==> src/rtl/ref_gen_pkg.sv <==
// -----------------------------------------------------------------------------
// ref_gen_pkg
// Shared definitions for the swept half-bridge reference generator:
//   - state_e        : FSM state encoding (IDLE, RUN, DRAIN)
//   - calc_cnt_mid   : base half-period count, so that the output sits at
//                      FREQ_MID_KHZ when the code is at mid-scale
//   - clamp_code     : limits an input code to the maximum legal code
// No ports; imported by ref_gen_sweep and sweep_code_step.
// -----------------------------------------------------------------------------
package ref_gen_pkg;

    typedef enum logic [1:0] {
        IDLE  = 2'd0,
        RUN   = 2'd1,
        DRAIN = 2'd2
    } state_e;

    // Half-period at mid code is 500*CLK_MHZ/FREQ_MID_KHZ cycles; the code
    // adds on top of CNT_MID, so subtract half the code range.
    function automatic int unsigned calc_cnt_mid(
        input int unsigned clk_mhz,
        input int unsigned freq_mid_khz,
        input int unsigned gen_parameter
    );
        return (500 * clk_mhz) / freq_mid_khz - gen_parameter / 2;
    endfunction

    function automatic logic [31:0] clamp_code(
        input logic [31:0] code,
        input logic [31:0] max_code
    );
        return (code > max_code) ? max_code : code;
    endfunction

endpackage

==> src/rtl/ref_gen_sweep_code_step.sv <==
// -----------------------------------------------------------------------------
// sweep_code_step
// Combinational next-code and direction logic for the triangular sweep.
// Ports:
//   code_cur    in   CW      code of the half-period now ending
//   code_lo     in   CW      sweep lower bound (already clamped to max code)
//   code_hi     in   CW      sweep upper bound (already clamped to max code)
//   step        in   STEP_W  increment per full output period
//   dir_up      in   1       current direction (1 = counting up)
//   code_hold   out  CW      current code forced into [lo, hi] (no step)
//   code_next   out  CW      stepped code for the next period
//   dir_up_next out  1       direction after this step
// -----------------------------------------------------------------------------
module sweep_code_step
    import ref_gen_pkg::*;
#(
    parameter int CW     = 8,
    parameter int STEP_W = 4
) (
    input  logic [CW-1:0]     code_cur,
    input  logic [CW-1:0]     code_lo,
    input  logic [CW-1:0]     code_hi,
    input  logic [STEP_W-1:0] step,
    input  logic              dir_up,
    output logic [CW-1:0]     code_hold,
    output logic [CW-1:0]     code_next,
    output logic              dir_up_next
);

    // One extra bit so code + step cannot wrap before saturation.
    localparam int SW = CW + 1;

    logic [SW-1:0] sum_w;
    logic [SW-1:0] lo_plus_w;
    logic [CW-1:0] step_cw;

    always_comb begin
        code_hold   = code_cur;
        code_next   = code_cur;
        dir_up_next = dir_up;
        step_cw     = CW'(step);

        // A mode switch mid-run can leave the code outside the window.
        if (code_cur < code_lo) begin
            code_hold = code_lo;
        end else if (code_cur > code_hi) begin
            code_hold = code_hi;
        end

        sum_w     = {1'b0, code_hold} + SW'(step);
        lo_plus_w = {1'b0, code_lo} + SW'(step);

        if (code_lo >= code_hi) begin
            // Degenerate window: park on the lower bound.
            code_hold   = code_lo;
            code_next   = code_lo;
            dir_up_next = 1'b1;
        end else if (dir_up) begin
            if (sum_w >= {1'b0, code_hi}) begin
                code_next   = code_hi;
                dir_up_next = 1'b0;
            end else begin
                code_next = sum_w[CW-1:0];
            end
        end else begin
            // code - step <= lo, rearranged to avoid an unsigned underflow.
            if ({1'b0, code_hold} <= lo_plus_w) begin
                code_next   = code_lo;
                dir_up_next = 1'b1;
            end else begin
                code_next = code_hold - step_cw;
            end
        end
    end

endmodule

==> src/rtl/ref_gen_sweep.sv <==
// -----------------------------------------------------------------------------
// ref_gen_sweep
// Square-wave half-bridge reference with a run-time reloadable half-period.
// Half-period = CNT_MID + code cycles; code comes from code_in (fixed mode)
// or from a triangular sweep between code_lo and code_hi that advances once
// per full output period. A high half-period is never cut short except by
// reset; stopping drains the current high half first.
// Ports:
//   clk       in   1       system clock
//   rst_n     in   1       synchronous active-low reset
//   en        in   1       run request
//   mode      in   1       0 = fixed code, 1 = triangular sweep
//   code_in   in   CW      fixed-mode code
//   code_lo   in   CW      sweep lower bound
//   code_hi   in   CW      sweep upper bound
//   step      in   STEP_W  sweep increment per full period
//   out       out  1       reference square wave
//   edge_stb  out  1       one-cycle pulse in the cycle out changes
//   cur_code  out  CW      code governing the current half-period
//   busy      out  1       high in RUN and DRAIN
// -----------------------------------------------------------------------------
module ref_gen_sweep
    import ref_gen_pkg::*;
#(
    parameter int unsigned CLK_MHZ       = 100,
    parameter int unsigned FREQ_MID_KHZ  = 200,
    parameter int unsigned GEN_PARAMETER = 255,
    parameter int unsigned STEP_W        = 4,
    localparam int CW = $clog2(GEN_PARAMETER + 1)
) (
    input  logic              clk,
    input  logic              rst_n,
    input  logic              en,
    input  logic              mode,
    input  logic [CW-1:0]     code_in,
    input  logic [CW-1:0]     code_lo,
    input  logic [CW-1:0]     code_hi,
    input  logic [STEP_W-1:0] step,
    output logic              out,
    output logic              edge_stb,
    output logic [CW-1:0]     cur_code,
    output logic              busy
);

    localparam int unsigned CNT_MID = calc_cnt_mid(CLK_MHZ, FREQ_MID_KHZ, GEN_PARAMETER);
    localparam int          CNT_W   = $clog2(CNT_MID + GEN_PARAMETER);

    // Counter load for a half-period of CNT_MID + code cycles: the load
    // cycle itself counts as the first cycle of the half.
    function automatic logic [CNT_W-1:0] half_load(input logic [CW-1:0] c);
        return CNT_W'(CNT_MID - 1) + CNT_W'(c);
    endfunction

    state_e           state_q, state_d;
    logic             out_q, out_d;
    logic             edge_q, edge_d;
    logic [CNT_W-1:0] cnt_q, cnt_d;
    logic [CW-1:0]    code_q, code_d;
    logic             dir_up_q, dir_up_d;

    logic [CW-1:0]    code_in_c;
    logic [CW-1:0]    code_lo_c;
    logic [CW-1:0]    code_hi_c;
    logic [CW-1:0]    sweep_hold;
    logic [CW-1:0]    sweep_next;
    logic             sweep_dir_next;

    always_comb begin
        code_in_c = CW'(clamp_code(32'(code_in), 32'(GEN_PARAMETER)));
        code_lo_c = CW'(clamp_code(32'(code_lo), 32'(GEN_PARAMETER)));
        code_hi_c = CW'(clamp_code(32'(code_hi), 32'(GEN_PARAMETER)));
    end

    sweep_code_step #(
        .CW     (CW),
        .STEP_W (STEP_W)
    ) u_sweep_code_step (
        .code_cur    (code_q),
        .code_lo     (code_lo_c),
        .code_hi     (code_hi_c),
        .step        (step),
        .dir_up      (dir_up_q),
        .code_hold   (sweep_hold),
        .code_next   (sweep_next),
        .dir_up_next (sweep_dir_next)
    );

    always_comb begin
        state_d  = state_q;
        out_d    = out_q;
        edge_d   = 1'b0;
        cnt_d    = cnt_q;
        code_d   = code_q;
        dir_up_d = dir_up_q;

        case (state_q)
            IDLE: begin
                out_d = 1'b0;
                cnt_d = '0;
                if (en) begin
                    state_d  = RUN;
                    out_d    = 1'b1;
                    edge_d   = 1'b1;
                    dir_up_d = 1'b1;
                    code_d   = mode ? code_lo_c : code_in_c;
                    cnt_d    = half_load(code_d);
                end
            end

            RUN: begin
                if (cnt_q != '0) begin
                    cnt_d = cnt_q - 1'b1;
                    // Dropping en during a high half lets it run to term.
                    if (!en && out_q) begin
                        state_d = DRAIN;
                    end
                end else if (out_q) begin
                    // 1 -> 0 toggle: the only point where the sweep advances.
                    out_d  = 1'b0;
                    edge_d = 1'b1;
                    if (!en) begin
                        state_d = IDLE;
                        cnt_d   = '0;
                    end else begin
                        if (mode) begin
                            code_d   = sweep_next;
                            dir_up_d = sweep_dir_next;
                        end else begin
                            code_d = code_in_c;
                        end
                        cnt_d = half_load(code_d);
                    end
                end else begin
                    // End of a low half: stop quietly or start the next high.
                    if (!en) begin
                        state_d = IDLE;
                    end else begin
                        out_d  = 1'b1;
                        edge_d = 1'b1;
                        code_d = mode ? sweep_hold : code_in_c;
                        cnt_d  = half_load(code_d);
                    end
                end
            end

            DRAIN: begin
                // en is deliberately ignored here until back in IDLE.
                if (cnt_q != '0) begin
                    cnt_d = cnt_q - 1'b1;
                end else begin
                    out_d   = 1'b0;
                    edge_d  = 1'b1;
                    state_d = IDLE;
                end
            end

            default: begin
                state_d = IDLE;
                out_d   = 1'b0;
                cnt_d   = '0;
            end
        endcase
    end

    always_ff @(posedge clk) begin
        if (!rst_n) begin
            state_q  <= IDLE;
            out_q    <= 1'b0;
            edge_q   <= 1'b0;
            cnt_q    <= '0;
            code_q   <= '0;
            dir_up_q <= 1'b1;
        end else begin
            state_q  <= state_d;
            out_q    <= out_d;
            edge_q   <= edge_d;
            cnt_q    <= cnt_d;
            code_q   <= code_d;
            dir_up_q <= dir_up_d;
        end
    end

    assign out      = out_q;
    assign edge_stb = edge_q;
    assign cur_code = code_q;
    assign busy     = (state_q != IDLE);

endmodule

==> config.mk <==
export PLATFORM = sky130hd
export DESIGN_NAME = ref_gen_sweep
export DESIGN_NICKNAME = d
export VERILOG_FILES = /design/src/rtl/ref_gen_pkg.sv /design/src/rtl/ref_gen_sweep_code_step.sv /design/src/rtl/ref_gen_sweep.sv
export SDC_FILE = /design/constraint.sdc
export NUM_CORES = 1
export LEC_CHECK = 0
export CORE_MARGIN = 10
export CORE_UTILIZATION = 55
export CTS_CLUSTER_DIAMETER = 150
export CTS_CLUSTER_SIZE = 28
export DETAILED_ROUTE_END_ITERATION = 16
export GPL_ROUTABILITY_DRIVEN = 0
export MAX_ROUTING_LAYER = met4
export PLACE_DENSITY = 0.78
export REMOVE_ABC_BUFFERS = 1
export SYNTH_ARGS = -nofsm -noshare
export SYNTH_HDL_FRONTEND = slang
export SYNTH_SLANG_ARGS = --single-unit
export TNS_END_PERCENT = 10
==> constraint.sdc <==
create_clock -name clk -period 8.7 [get_ports clk]
set_input_delay 1.74 -clock clk [delete_from_list [all_inputs] [get_ports clk]]
set_output_delay 1.74 -clock clk [all_outputs]
set_load 0.02 [all_outputs]
After elaboration in Yosys (flattened, before gate mapping):

Cells that the tools add are included.

* flip-flop bits (word level): 22
* bits of input ports: 32
* output and inout bits: 11
* word-level logic and storage cells: 93

* add/sub/neg operators: 7
* order comparisons: 5
* equality and inequality tests: 12
* multiplexer cells: 52
* reduce and logical (&&, ||, !) cells: 11

Operator list (number)
* $mux W8: 19
* $mux W9: 6
* $add A7 B8 Y9 const A: 3
* $pmux W9 S3: 1
* $add A8 B4 Y9: 2
* $mux W1: 16
* $pmux W8 S2: 1
* $ne A2 B2 Y1 const B: 7
* $mux W2: 5
* $ge A9 B8 Y1: 1
* $le A8 B9 Y1: 1
* $reduce_bool A9 Y1: 1
* $sub A9 B1 Y9 const B: 1
* $ge A8 B8 Y1: 1
* $gt A8 B8 Y1: 1
* $lt A8 B8 Y1: 1
* $reduce_and A4 Y1: 2
* $sub A8 B4 Y8: 1
* $ne A3 B3 Y1 const B: 2
* $pmux W1 S3: 2
* $pmux W2 S3: 1
* $reduce_and A6 Y1: 1
* $ne A4 B4 Y1 const B: 1
* $reduce_and A2 Y1: 2
* 7 further kinds: 8

Logic depth before layout (Yosys ltp):

* word-level depth: 18
* depth in mapped cells: 31
* mapped depth without buffers: 31

By module:

From an unflattened synthesis, not the netlist that was laid out.

* cell total of the unflattened synthesis: 588
* area total of the unflattened synthesis: 4523.1 µm²

By module, submodules not included
* sweep_code_step: times used 1, cells each 296, area an instance 2309.7 µm², sequential area each 0.0 µm²
* ref_gen_sweep: times used 1, cells each 292, area an instance 2213.4 µm², sequential area each 440.4 µm²

Least setup slack after synthesis:

No wires, ideal clock.

* path type: input -> register
* start point: in code_lo[4]
* end point: reg cnt_q[5]
* library setup time: 66 ps
* arrival: 7752 ps
* data required time: 8634 ps
* setup slack: 882 ps
* stages: 31
* buffers on the path: 2
* cells stage by stage: clkbuf_1 -> inv_1 -> ha_1 -> o211a_1 -> a211oi_1 -> o31ai_4 -> clkbuf_1 -> nand3_1 -> a21boi_0 -> inv_1 -> fa_1 -> nor2_1 -> nor2_1 -> o21bai_1 -> o21ai_0 -> a21oi_2 -> nand2_1 -> xnor2_1 -> ha_1 -> o21a_1 -> nor2_1 -> a21oi_1 -> nor2b_1 -> a311o_1 -> o22ai_1 -> inv_1 -> ha_1 -> nor3_1 -> xnor2_1 -> o41a_1 -> nor2_1

* cells in the longest elaborated chain, start to end: 17
* elaborated cells between the ends (all ways): 29
* classes of those cells: 6 x add/sub; 4 x order compare; 19 x mux

RTL lines
* from (decl): line ref_gen_sweep.sv:36 `input logic [CW-1:0] code_lo,`
* $lt A8 B8 Y1: line ref_gen_sweep_code_step.sv:44 `if (code_cur < code_lo) begin`
* $mux W8: line ref_gen_sweep_code_step.sv:44
* $add A8 B4 Y9: line ref_gen_sweep_code_step.sv:50 `sum_w = {1'b0, code_hold} + SW'(step);`
* $ge A9 B8 Y1: line ref_gen_sweep_code_step.sv:59 `if (sum_w >= {1'b0, code_hi}) begin`
* $mux W8: line ref_gen_sweep_code_step.sv:59
* $mux W8: line ref_gen_sweep_code_step.sv:58 `end else if (dir_up) begin`
* $mux W8: line ref_gen_sweep_code_step.sv:53 `if (code_lo >= code_hi) begin`
* $mux W8: line ref_gen_sweep.sv:125 `if (mode) begin`
* $mux W8: line ref_gen_sweep.sv:121 `if (!en) begin`
* $mux W8: line ref_gen_sweep.sv:117 `end else if (out_q) begin`
* $mux W8: line ref_gen_sweep.sv:111 `if (cnt_q != '0) begin`
* $mux W8: line ref_gen_sweep.sv:96 `case (state_q)`
* $add A7 B8 Y9: line ref_gen_sweep.sv:51 `return CNT_W'(CNT_MID - 1) + CNT_W'(c);`
* $mux W9: line ref_gen_sweep.sv:121
* $mux W9: line ref_gen_sweep.sv:117
* $mux W9: line ref_gen_sweep.sv:111
* $pmux W9 S3 (*): line ref_gen_sweep.sv:96
* to (signal assigned): line ref_gen_sweep.sv:177 `cnt_q <= cnt_d;`
* to (decl): line ref_gen_sweep.sv:57 `logic [CNT_W-1:0] cnt_q, cnt_d;`

Every way passes the cells marked *; elsewhere a longest branch is shown, timed or not. The select of a mux whose other input is x is not followed.
A chain may end at the register's enable or synchronous reset.

Final worst setup path:

* start point: in code_hi[7]
* end point: reg cnt_q[8]

* cells in the longest elaborated chain, start to end: 18
* elaborated cells between the ends (all ways): 26
* classes of those cells: 4 x add/sub; 4 x order compare; 18 x mux

RTL lines
* from (decl): line ref_gen_sweep.sv:37 `input logic [CW-1:0] code_hi,`
* $gt A8 B8 Y1: line ref_gen_sweep_code_step.sv:46 `end else if (code_cur > code_hi) begin`
* $mux W8: line ref_gen_sweep_code_step.sv:46
* $mux W8: line ref_gen_sweep_code_step.sv:44
* $add A8 B4 Y9: line ref_gen_sweep_code_step.sv:50
* $ge A9 B8 Y1: line ref_gen_sweep_code_step.sv:59
* $mux W8: line ref_gen_sweep_code_step.sv:59
* $mux W8: line ref_gen_sweep_code_step.sv:58
* $mux W8: line ref_gen_sweep_code_step.sv:53
* (+2 left out)
* $mux W8: line ref_gen_sweep.sv:117
* $mux W8: line ref_gen_sweep.sv:111
* $mux W8: line ref_gen_sweep.sv:96
* $add A7 B8 Y9: line ref_gen_sweep.sv:51
* $mux W9: line ref_gen_sweep.sv:121
* $mux W9 (*): line ref_gen_sweep.sv:117
* $mux W9 (*): line ref_gen_sweep.sv:111
* $pmux W9 S3 (*): line ref_gen_sweep.sv:96

Marked as above.

==> flow_summary.yaml <==
die:
  rows: 31
  dieArea_um2: 11500
  die_h_um: 107
  die_w_um: 107
  core_area_um2: 7330
  start_util: 0.570
  ios: 43
clock_tree:
  cts-root-buf: "clkbuf_8"
  cts_sinks: 22
  holdBufCountCts: 0
  cts_tree: "built"
  cts_buffer_depth: 2
  cts_buffers: 3
  cts_setup_buffers: 0
  worst_skew_pair.late_latency_ns: 0.27
  cts_max_level: 1
  path_clk_slew_ns: 0.09
worst_setup_path:
  worst_path_largest_cell_delay_ns: 0.55
  cp.required_ns: 8.86
  crit_path_end: "cnt_q[8]$_SDFFE_PN0P_"
  cp-end-kind: "flip-flop"
  crit_fanout: 8
  rrSetupSlack_ns: 1.99
  r2r_start: "cur_code[1]$_SDFFE_PN0P_"
  slowest_stage: "clkdlybuf4s50_1"
  critPathKind: "in2reg"
  crit_arrival_ns: 8.51
  startpoint: "code_hi[7]"
  r2r_end: "cnt_q[8]$_SDFFE_PN0P_"
  cp_common_cell: "ha_1"
  start_kind: "input port"
  reg2regPathDepth: 28
synthesis:
  synth.area.top_cells: "ha_1 17%, dfxtp_1 11%, nor2_1 5.1%"
  synth_edf_count: 0
  synth_commonest_cells: "57 x nor2_1, 56 x ha_1, 41 x a21oi_1"
  ys.flop_type: "dfxtp_1"
  yosysMostFrequentCell: "nor2_1"
  ys_types: 78
  synth-seq-cells: 22
  syn_inst: 573
  synth_top_cell_area_share: 0.168
  synth_warnings: 0
  syn_avg_cell_area_um2: 7.30
  yosysSeqAreaShare: 0.105
  synth_top_area_cell: "ha_1"
  ys_async_sr_fraction: 0
  synthesis.area_um2: 4180
layout:
  nets: 705
  final_core_util: 0.658
  areaGrowthSynthToFinish_pct: 15.5
  antenna_cells: 0
  drive_gt1_frac: 0.0865
grt:
  grt_use_total: 0.244
  antenna_found_initial: 0
  gr-total-overflow: 0
  grt_pass1_vias: 4484
  grt_max_degree: 38
  grt_pass1_wl_um: 22500
timing:
  rsz0062_at_grt: "yes"
  max_freq_mhz: 120
  slew_headroom: 0.225
  finalWorstSetupSlack_ns: 0.346
  tightest_slew_ns: 1.16
  period_share: 0.960
  setup_tns_ns: 0
  fin_skew_ns: 0.00514
  drv_slew: 0
  hold_violations: 0
  period_needed_ns: 8.35
  finalSetupViolCount: 0
  hold_ws_ns: 0.573
route:
  routedWlPerCell_um: 19.5
  drtAntennaViolNets: 0
  via_per_inst: 6.62
  wl_um: 13900
  drc: 0
  dr_total_vias: 4712
  drtIter0Drc: 439
  firstDrtPassIters: 6
pwr:
  power_density_nw_per_um2: 177
  power.leakage_nw: 2.07
  ir_worst_vdd_uv: 80.7
job:
  maxCapViolCount: 0
placement:
  dp_slack_ns: 0.194
  numPortBuffers: 42
  hpwl_um: 11000
status:
  status: "complete, no violations"
worst_hold_path:
  hold_class: "reg2reg"
[registers in the layout, indices dropped and copies added, names as in the netlist]
| name | cells |
|---|---|
| dir_up_q | 1 |
| cur_code | 8 |
| edge_stb | 1 |
| out | 1 |
| cnt_q | 9 |
| state_q | 2 |
[through the flow]
stage	area [um^2]	power, mW	std cells
5_1_grt	4830	0.917	712
3_5_place_dp	4760	0.749	708
3_3_place_gp	4760	0.732	708
2_1_floorplan	4080	0.561	548
4_1_cts	4820	0.829	712
6_report	4830	0.853	712
[layer usage]
layer | global-route usage | up-vias | wire length (um)
met5 | - | - | 0
met4 | 0.0832 | 0 | 412
met3 | 0.0413 | 63 | 1620
met2 | 0.360 | 294 | 5750
met1 | 0.327 | 2149 | 6100
li1 | - | 2206 | -
[where the power goes]
part	internal [mW]	switching [mW]	leakage (nW)
clock network	0.0405	0.0369	0.0288
logic	0.255	0.374	1.86
registers	0.119	0.0282	0.181
[layout make-up]
cell class                      count  area (um^2)
Multi-Input combinational cell    486         3490
Inverter                           40          150
Tap cell                           99          124
Fill cell                         631         2500
Timing Repair Buffer               61          563
Clock buffer                        4         55.1
Sequential cell                    22          440
[worst min path at each step]
stage / from / to / slack (ns) / cells past startpoint
after CTS: cnt_q[1]$_SDFFE_PN0P_ / cnt_q[1]$_SDFFE_PN0P_ / 0.57 / 2
after detailed placement: cnt_q[1]$_SDFFE_PN0P_ / cnt_q[1]$_SDFFE_PN0P_ / 0.55 / 2
final: cnt_q[1]$_SDFFE_PN0P_ / cnt_q[1]$_SDFFE_PN0P_ / 0.57 / 2
after global routing: cur_code[2]$_SDFFE_PN0P_ / cur_code[2]$_SDFFE_PN0P_ / 0.60 / 2
after floorplan: cnt_q[1]$_SDFFE_PN0P_ / cnt_q[1]$_SDFFE_PN0P_ / 0.51 / 2
after global placement: cnt_q[1]$_SDFFE_PN0P_ / cnt_q[1]$_SDFFE_PN0P_ / 0.55 / 2
[cell families after synthesis]
family | after synthesis | share of synthesized area
adder cells (fa/ha/maj) | 59 | 0.182
flip-flops | 22 | 0.105
AO/OA/AOI/OAI | 196 | 0.335
buffers and inverters | 65 | 0.0605
XOR/XNOR | 32 | 0.0670
AND/OR/NAND/NOR | 191 | 0.230
multiplexers | 8 | 0.0201
[placed cells by master (no fill, tap or decap), types with 4 or more instances in the layout]
cell type and instances:
a211oi_1 8, a21o_1 8, a21oi_1 40, a31oi_1 14
buf_4 19, clkbuf_8 4, clkdlybuf4s50_1 42, dfxtp_1 22
ha_1 56, inv_1 40, mux2i_1 5, nand2_1 40
nand2b_1 12, nand3_1 16, nor2_1 57, nor2b_1 17
nor3_1 13, nor3b_1 5, o211a_1 4, o211ai_1 16
o21a_1 5, o21ai_0 35, o21bai_1 4, o22ai_1 8
o32ai_1 4, or2_2 4, xnor2_1 15, xor2_1 17
[critical path: cells and delay by family]
family,cells,cell delay [ns]
and+or+nand+nor,6,1.43
muxes,1,0.40
AOI/OAI and AO/OA,14,2.93
xor gates and xnor gates,1,0.20
buffers and inverters,4,1.03
adders and majority gates,3,0.78
[what timing repair did]
action / CTS / global route
hold endpoints to repair: 0 / 0
resized for setup: 0 / 3
endpoints found under the setup margin: 0 / 5
(Power assumes the default switching activity.)
